===== src/rtl/rr_arbiter_if.sv =====
// Request/grant bundle between the requester ports and the round-robin arbiter.
// The master side drives requests and enable; the slave (arbiter) side returns the grant.
interface rr_arbiter_if #(
    parameter int N = 8
);
    localparam int IDX_W = (N > 1) ? $clog2(N) : 1;

    logic             enable;
    logic [N-1:0]     req;
    logic [N-1:0]     grant;
    logic [IDX_W-1:0] grant_idx;
    logic             grant_valid;

    modport master (
        output enable,
        output req,
        input  grant,
        input  grant_idx,
        input  grant_valid
    );

    modport slave (
        input  enable,
        input  req,
        output grant,
        output grant_idx,
        output grant_valid
    );
endinterface


===== src/rtl/rr_arbiter.sv =====
// Round-robin arbiter with transaction hold, direct hand-off and MAX_HOLD pre-emption.
// All outputs are registered; grant follows the sampled req by one cycle.
module rr_arbiter #(
    parameter int N        = 8,
    parameter int MAX_HOLD = 16
) (
    input  logic         clk,
    input  logic         rst_n,
    rr_arbiter_if.slave  bus
);
    localparam int          IDX_W  = (N > 1) ? $clog2(N) : 1;
    localparam int          HOLD_W = (MAX_HOLD > 1) ? $clog2(MAX_HOLD) : 1;
    localparam int unsigned NU     = N;

    typedef enum logic {
        IDLE = 1'b0,
        BUSY = 1'b1
    } state_t;

    state_t            state_q, state_d;
    logic [N-1:0]      grant_q, grant_d;
    logic [IDX_W-1:0]  idx_q, idx_d;
    logic              valid_q, valid_d;
    logic [IDX_W-1:0]  ptr_q, ptr_d;
    logic [HOLD_W-1:0] hold_q, hold_d;

    logic [N-1:0]      cand;
    logic              cand_any;
    logic [IDX_W-1:0]  pick_idx;
    logic              owner_req;
    logic              hold_max;

    // The owner is masked out of the candidates, so in BUSY cand_any means "someone else waits"
    always_comb begin
        cand      = (state_q == BUSY) ? (bus.req & ~grant_q) : bus.req;
        cand_any  = |cand;
        owner_req = |(bus.req & grant_q);
        hold_max  = (hold_q == HOLD_W'(MAX_HOLD - 1));
    end

    always_comb begin
        int unsigned j;
        logic        found;
        found    = 1'b0;
        pick_idx = '0;
        for (int unsigned k = 0; k < NU; k++) begin
            j = 32'(ptr_q) + k;
            if (j >= NU) j = j - NU;
            if (!found && cand[IDX_W'(j)]) begin
                found    = 1'b1;
                pick_idx = IDX_W'(j);
            end
        end
    end

    always_comb begin
        state_d = state_q;
        grant_d = grant_q;
        idx_d   = idx_q;
        ptr_d   = ptr_q;
        hold_d  = hold_q;

        unique case (state_q)
            IDLE: begin
                grant_d = '0;
                if (bus.enable && cand_any) begin
                    state_d = BUSY;
                    grant_d = '0;
                    grant_d[pick_idx] = 1'b1;
                    idx_d   = pick_idx;
                    ptr_d   = (pick_idx == IDX_W'(N - 1)) ? '0 : pick_idx + 1'b1;
                    hold_d  = '0;
                end
            end
            BUSY: begin
                if ((!owner_req || hold_max) && bus.enable && cand_any) begin
                    grant_d = '0;
                    grant_d[pick_idx] = 1'b1;
                    idx_d   = pick_idx;
                    ptr_d   = (pick_idx == IDX_W'(N - 1)) ? '0 : pick_idx + 1'b1;
                    hold_d  = '0;
                end else if (!owner_req) begin
                    state_d = IDLE;
                    grant_d = '0;
                    hold_d  = '0;
                end else if (!hold_max) begin
                    hold_d = hold_q + 1'b1;
                end
            end
            default: begin
                state_d = IDLE;
                grant_d = '0;
            end
        endcase

        valid_d = (state_d == BUSY);
    end

    always_ff @(posedge clk or negedge rst_n) begin
        if (!rst_n) begin
            state_q <= IDLE;
            grant_q <= '0;
            idx_q   <= '0;
            valid_q <= 1'b0;
            ptr_q   <= '0;
            hold_q  <= '0;
        end else begin
            state_q <= state_d;
            grant_q <= grant_d;
            idx_q   <= idx_d;
            valid_q <= valid_d;
            ptr_q   <= ptr_d;
            hold_q  <= hold_d;
        end
    end

    assign bus.grant       = grant_q;
    assign bus.grant_idx   = idx_q;
    assign bus.grant_valid = valid_q;
endmodule


===== src/flat_wrapper.sv =====
// flat-port wrapper written by rule: the top's interface ports become plain ports
module rr_arbiter_flat 
#(
    parameter int N        = 8,
    parameter int MAX_HOLD = 16
)
  (clk, rst_n, bus_enable, bus_req, bus_grant, bus_grant_idx, bus_grant_valid);
  rr_arbiter_if #(.N(N)) bus_i ();
  input  logic clk;
  input  logic rst_n;
  input wire logic [$bits(bus_i.enable)-1:0] bus_enable;
  input wire logic [$bits(bus_i.req)-1:0] bus_req;
  output wire logic [$bits(bus_i.grant)-1:0] bus_grant;
  output wire logic [$bits(bus_i.grant_idx)-1:0] bus_grant_idx;
  output wire logic [$bits(bus_i.grant_valid)-1:0] bus_grant_valid;
  assign bus_i.enable = bus_enable;
  assign bus_i.req = bus_req;
  assign bus_grant = bus_i.grant;
  assign bus_grant_idx = bus_i.grant_idx;
  assign bus_grant_valid = bus_i.grant_valid;
  rr_arbiter #(.N(N), .MAX_HOLD(MAX_HOLD)) u_core (.clk(clk), .rst_n(rst_n), .bus(bus_i));
endmodule

===== config.mk =====
export PLATFORM = sky130hd
export DESIGN_NAME = rr_arbiter_flat
export DESIGN_NICKNAME = d
export VERILOG_FILES = /design/src/rtl/rr_arbiter_if.sv /design/src/rtl/rr_arbiter.sv /design/src/flat_wrapper.sv
export SDC_FILE = /design/constraint.sdc
export NUM_CORES = 1
export LEC_CHECK = 0
export CORE_ASPECT_RATIO = 0.6
export CORE_MARGIN = 10
export CORE_UTILIZATION = 51
export CTS_CLUSTER_DIAMETER = 150
export DETAILED_ROUTE_END_ITERATION = 8
export PLACE_DENSITY = 0.84
export REMOVE_ABC_BUFFERS = 1
export SLEW_MARGIN = 20
export SYNTH_ARGS = -nofsm -noshare
export SYNTH_HDL_FRONTEND = slang
export SYNTH_SLANG_ARGS = --single-unit

===== constraint.sdc =====
create_clock -name clk -period 4.15 [get_ports clk]
set_clock_uncertainty 0.2 [all_clocks]
set_input_delay 0.6225 -clock clk [delete_from_list [all_inputs] [get_ports clk]]
set_output_delay 0.6225 -clock clk [all_outputs]
set_load 0.1 [all_outputs]

* Yosys cells after proc, flatten, opt, wreduce, memory -nomap -nowiden
Index checks and enable logic that the tools add are counted.
** Storage, ports and cells
- Register bits after elaboration :: 19
- Bits of input ports :: 11
- Output and inout bits :: 12
** Cells by class
- Add/sub/neg operators :: 17
- Order comparisons :: 18
- Eq/ne operators :: 6
- Muxes and demuxes :: 62
- Bitwise operators :: 4
- Reduce and logical (&&, ||, !) cells :: 24
** Operators by type and width (number)
- 2-to-1 mux 3 bit :: 21
- less-than comparator 3 x 4 -> 1 bit, second input constant :: 9
- 2-to-1 mux 8 bit :: 4
- >= comparator 4 bit, second input constant :: 7
- binary-select mux 1 bit (select 3 bit) :: 8
- subtractor 3 x 1 -> 3 bit, second input constant :: 8
- 2-to-1 mux 1 bit :: 19
- adder 3 x 3 -> 4 bit, second input constant :: 4
- AND 8 bit :: 2
- 2-to-1 mux 4 bit :: 4
- one-hot mux 8 bit (2 select lines) :: 1
- OR reduction 8 bit :: 2
- one-hot mux 3 bit (2 select lines) :: 2
- logical AND 1 bit :: 11
- adder 3 x 2 -> 4 bit, second input constant :: 2
- zero test 1 bit :: 8
- NOT 8 bit :: 1
- one-hot mux 4 bit (2 select lines) :: 1
- adder 3 x 1 -> 4 bit, second input constant :: 1
- adder 4 x 1 -> 4 bit, second input constant :: 1
- equality test 4 bit, second input constant :: 1
- >= comparator 3 x 4 -> 1 bit, second input constant :: 1
- != test 4 bit, second input constant :: 1
- AND reduction 2 bit :: 2
- other kinds (10) :: 10

* Logic depth before layout (Yosys ltp)
Gate-level depths: netlist of run 1.
- Depth in word-level cells :: 33
- Gate-level depth with buffers :: 14

* Least setup slack after synthesis of run 1
No wires, ideal clock.
- Kind :: register -> register
- Start point :: reg u_core.ptr_q[1]
- End point :: reg u_core.ptr_q[2]
- Library setup time :: 126 ps
- Arrival :: 3497 ps
- Required time :: 3824 ps
- Path slack :: 327 ps
- Cell stages (with the launch flop) :: 13
- Path buffers :: 3
- Cells stage by stage :: dfrtp_1 clkbuf_1 inv_1 clkbuf_1 ha_1 clkbuf_1 clkinv_1 mux2_2 or3_4 or2_4 o22ai_4 nor2_1 a221o_1
** Between the ends
- Cells in the longest elaborated chain, start to end :: 30
- Elaborated cells on any way between the ends :: 82
** RTL lines
- start: declaration :: RTL line rr_arbiter.sv:24 : logic [IDX_W-1:0] ptr_q, ptr_d;
- start signal: assignment :: RTL line rr_arbiter.sv:112 : ptr_q <= ptr_d;
- parallel branches: the longest is 25 deep, another holds adder 3 x 1 -> 4 bit
- 2-to-1 mux 3 bit * :: RTL line rr_arbiter.sv:49 : if (!found && cand[IDX_W'(j)]) begin
- adder 3 x 1 -> 3 bit or equality test 3 bit (tied branches) :: RTL line rr_arbiter.sv:71, rr_arbiter.sv:80
- 2-to-1 mux 3 bit * :: RTL line rr_arbiter.sv:71, rr_arbiter.sv:80
- 2-to-1 mux 3 bit (on tied branches) :: RTL line rr_arbiter.sv:76, rr_arbiter.sv:66
- one-hot mux 3 bit (2 select lines) * :: RTL line rr_arbiter.sv:63 : unique case (state_q)
Every way passes the cells marked *. The select of a mux whose other input is x is not followed.
A chain may end at the register's enable or synchronous reset.

* Worst setup path in the final report of run 1
- Start point :: in bus_req[4]
- End point :: reg u_core.ptr_q[2]
** Between the ends
- Cells in the longest elaborated chain, start to end :: 30
- Elaborated cells on any way between the ends :: 64
** RTL lines
- start: declaration :: RTL line flat_wrapper.sv:12 : input wire logic [$bits(bus_i.req)-1:0] bus_req;
- AND 8 bit :: RTL line rr_arbiter.sv:35 : cand = (state_q == BUSY) ? (bus.req & ~grant_q) : bus.req;
- 2-to-1 mux 8 bit :: RTL line rr_arbiter.sv:35
- binary-select mux 1 bit (select 3 bit) :: RTL line rr_arbiter.sv:49
- 2-to-1 mux 1 bit (implied by the code) :: RTL line rr_arbiter.sv:49
- 2-to-1 mux 1 bit :: RTL line rr_arbiter.sv:49
- zero test 1 bit :: RTL line rr_arbiter.sv:49
- logical AND 1 bit :: RTL line rr_arbiter.sv:49
- 2-to-1 mux 1 bit :: RTL line rr_arbiter.sv:49
- [... 14 more ...]
- 2-to-1 mux 1 bit :: RTL line rr_arbiter.sv:49
- zero test 1 bit :: RTL line rr_arbiter.sv:49
- logical AND 1 bit :: RTL line rr_arbiter.sv:49
- 2-to-1 mux 3 bit :: RTL line rr_arbiter.sv:49
- adder 3 x 1 -> 3 bit or equality test 3 bit (tied branches) :: RTL line rr_arbiter.sv:71, rr_arbiter.sv:80
- 2-to-1 mux 3 bit :: RTL line rr_arbiter.sv:71, rr_arbiter.sv:80
- 2-to-1 mux 3 bit (on tied branches) :: RTL line rr_arbiter.sv:76, rr_arbiter.sv:66
- one-hot mux 3 bit (2 select lines) :: RTL line rr_arbiter.sv:63
Parallel ways exist; a longest one is shown, timed or not. The select of a mux whose other input is x is not followed.

==> results of run 1 <==
-- metrics by stage --
step                      worst slack [ns]  instances  hold slack [ns]   util
after floorplan                      0.450        205            0.127      -
after global placement               0.278        285            0.269  0.616
after detailed placement             0.220        285            0.266  0.616
after CTS                            0.471        289            0.293  0.629
after global routing                 0.250        289            0.316  0.629
final                                0.437        289            0.290  0.629
-- cells in the mapped netlist (4+ instances only) --
master | instances | share of area
nand3_1 | 7 | 0.018
clkbuf_1 | 6 | 0.011
mux2_1 | 4 | 0.023
inv_1 | 12 | 0.023
o21ai_0 | 8 | 0.020
a21oi_1 | 9 | 0.023
a22oi_1 | 5 | 0.019
mux4_2 | 7 | 0.079
nor2_1 | 5 | 0.0095
mux2_2 | 5 | 0.028
a21o_1 | 7 | 0.026
mux2i_1 | 17 | 0.086
o22ai_1 | 8 | 0.025
nand2_1 | 24 | 0.045
dfrtp_1 | 19 | 0.24
nand2b_1 | 4 | 0.013
-- layer usage --
| layer | up-vias | track usage | routed length, um |
|---|---|---|---|
| li1 | 881 | - | - |
| met5 | - | 0 | 0 |
| met3 | 4 | 0.0442 | 626 |
| met4 | 0 | 0.0193 | 34 |
| met2 | 96 | 0.223 | 2020 |
| met1 | 868 | 0.260 | 2890 |
-- cell type report --
class | count | area (sq um)
Multi-Input combinational cell | 171 | 1390
Tap cell | 47 | 58.8
Inverter | 15 | 56.3
Fill cell | 320 | 1370
Timing Repair Buffer | 33 | 303
Clock buffer | 3 | 41.3
Clock inverter | 1 | 7.51
Sequential cell | 19 | 475
-- logic make-up after synthesis --
kind of cell / after synthesis
buffers and inverters: 26
adder cells (fa/ha/maj): 3
AO/OA/AOI/OAI: 72
XOR/XNOR: 4
AND/OR/NAND/NOR: 58
flip-flops: 19
multiplexers: 34
-- sequential cells by signal, summed over array words and instances, names as in the netlist --
signal,cells
u_core.bus.grant,8
u_core.bus.grant_idx,3
u_core.hold_q,4
u_core.ptr_q,3
u_core.state_q,1
-- worst min path at each step --
| stage | depth (start not counted) | to | start |
|---|---|---|---|
| 6_report | 1 | u_core.bus.grant_idx[2]$_DFFE_PN0P_ | u_core.bus.grant_idx[2]$_DFFE_PN0P_ |
| 5_1_grt | 1 | u_core.hold_q[3]$_DFFE_PN0P_ | u_core.hold_q[3]$_DFFE_PN0P_ |
| 4_1_cts | 1 | u_core.bus.grant_idx[2]$_DFFE_PN0P_ | u_core.bus.grant_idx[2]$_DFFE_PN0P_ |
| 3_5_place_dp | 1 | u_core.bus.grant_idx[2]$_DFFE_PN0P_ | u_core.bus.grant_idx[2]$_DFFE_PN0P_ |
| 3_3_place_gp | 1 | u_core.bus.grant_idx[2]$_DFFE_PN0P_ | u_core.bus.grant_idx[2]$_DFFE_PN0P_ |
| 2_1_floorplan | 0 | u_core.bus.grant[0]$_DFFE_PN0P_ | rst_n |
-- worst max-delay path, cell delays in order --
cell and delay [ns]:
clkdlybuf4s50_1 0.51, mux2i_1 0.26, a21oi_1 0.15, mux4_2 0.59, nand3b_4 0.19, or3_4 0.35, or2_4 0.29, o22ai_4 0.30
nor4b_2 0.11, a221o_1 0.27
==> results.yml, run 1 <==
worst_hold_path:
  hold_class: "flip-flop to flip-flop"
logic_synthesis:
  ys_ff_latch: 19
  yosys.area_share.simple: 0.159
  synthCells: 216
  synth_async_sr_flop_share: 1.00
  ys_seq_area_frac: 0.240
  yosys_warnings: 0
  synth-compound-area-share: 0.277
  synth_xor_area_frac: 0.0215
  muxShareOfSynthArea: 0.223
  ys_types: 62
  avgSynthCellArea_sq_um: 9.18
  synth_edf_count: 0
  synth-adder-area-share: 0.0189
  synth_area_sq_um: 1980
  synth_top_family_by_area: "compound AO/OA/AOI/OAI gates"
  synthFlopType: "dfrtp_1"
grt:
  grtUsageTotal: 0.167
  grt_pass1_vias: 1709
  grt.overflow.total: 0
  grt_max_degree: 20
  grt_pass1_wl_mm: 9.31
  antenna_found_initial: 0
job:
  cap_viol_max_count: 0
setup_path:
  startpoint_type: "primary input"
  cp-startpoint: "bus_req[4]"
  criticalPathCategory: "primary input to flip-flop"
  reg2reg_depth: 10
  required_ns: 4.10
  crit_arrival_ns: 3.66
  critPathMaxFanout: 9
  r2r_end: "u_core.ptr_q[2]$_DFFE_PN0P_"
  reg2reg_slack_ns: 0.44
  rr_startpoint: "u_core.ptr_q[0]$_DFFE_PN0P_"
  endpoint: "u_core.ptr_q[2]$_DFFE_PN0P_"
  crit_path_end_kind: "flip-flop"
route:
  drt_first_pass_iters: 6
  ant_nets: 0
  wire_per_inst_um: 19.3
  drt_iter0_drc: 137
  route.detailed.drc: 0
  wirelength_mm: 5.57
  vias: 1849
  drt-vias-per-instance: 6.40
clocking:
  cts-root-buf: "clkbuf_8"
  htreeDepth: 1
  cts_hold_buf: 0
  numCtsBuffers: 3
  clk_latency_ns: 0.26
  tritoncts: "built"
  clkTransAtPathRegs_ns: 0.08
  numClockSinks: 19
  cts_resized: 0
  cts_setup_buffers: 0
  cts_buffer_depth: 2
final_layout:
  synthToLayoutAreaGrowth_pct: 17.5
  antenna_cells: 0
  final_cell_mix: "nand2_1 (24), clkdlybuf4s50_1 (22), dfrtp_1 (19)"
  drive_gt1_frac: 0.178
  layout_commonest_cell: "nand2_1"
  final_cell_area_sq_um: 2330
  layout.nets: 257
place:
  placed_cell_area_sq_um: 2280
  place_congestion: 1.04
  io_buffers: 22
  post-dp-hpwl_mm: 4.42
floorplanning:
  core_area_sq_um: 3700
  die_x_um: 101
  dieHeight_um: 68.3
  start_util: 0.536
  die_area_sq_um: 6860
  ios: 23
  fp-row-count: 17
timing:
  setup_tns_ns: 0
  final-setup-viol-count: 0
  rsz0062_at_grt: "no"
  period_share: 0.895
  timing.fmax_mhz: 269
  final_max_slew_viol_count: 0
  hold_violations: 0
  worstMarginPinSlew_ns: 0.977
  relSlewSlack: 0.347
  fin_crit_ns: 3.71
status:
  outcome: "completed"
Power of run 1 is left out: the tool's default activity adds up to more than one toggle a clock period on the data nets, which glitch-free logic cannot reach.
==> inputs of run 2 (changes only) <==
--- a/config.mk
+++ b/config.mk
@@ -8,7 +8,6 @@
 export CORE_ASPECT_RATIO = 0.6
 export CORE_MARGIN = 10
 export CORE_UTILIZATION = 51
-export CTS_CLUSTER_DIAMETER = 150
 export DETAILED_ROUTE_END_ITERATION = 8
 export PLACE_DENSITY = 0.84
 export REMOVE_ABC_BUFFERS = 1
==> results of run 2 <==
Final layout, timing and power as in run 1 (identical DEF).
Power of run 2 is left out for the same reason.
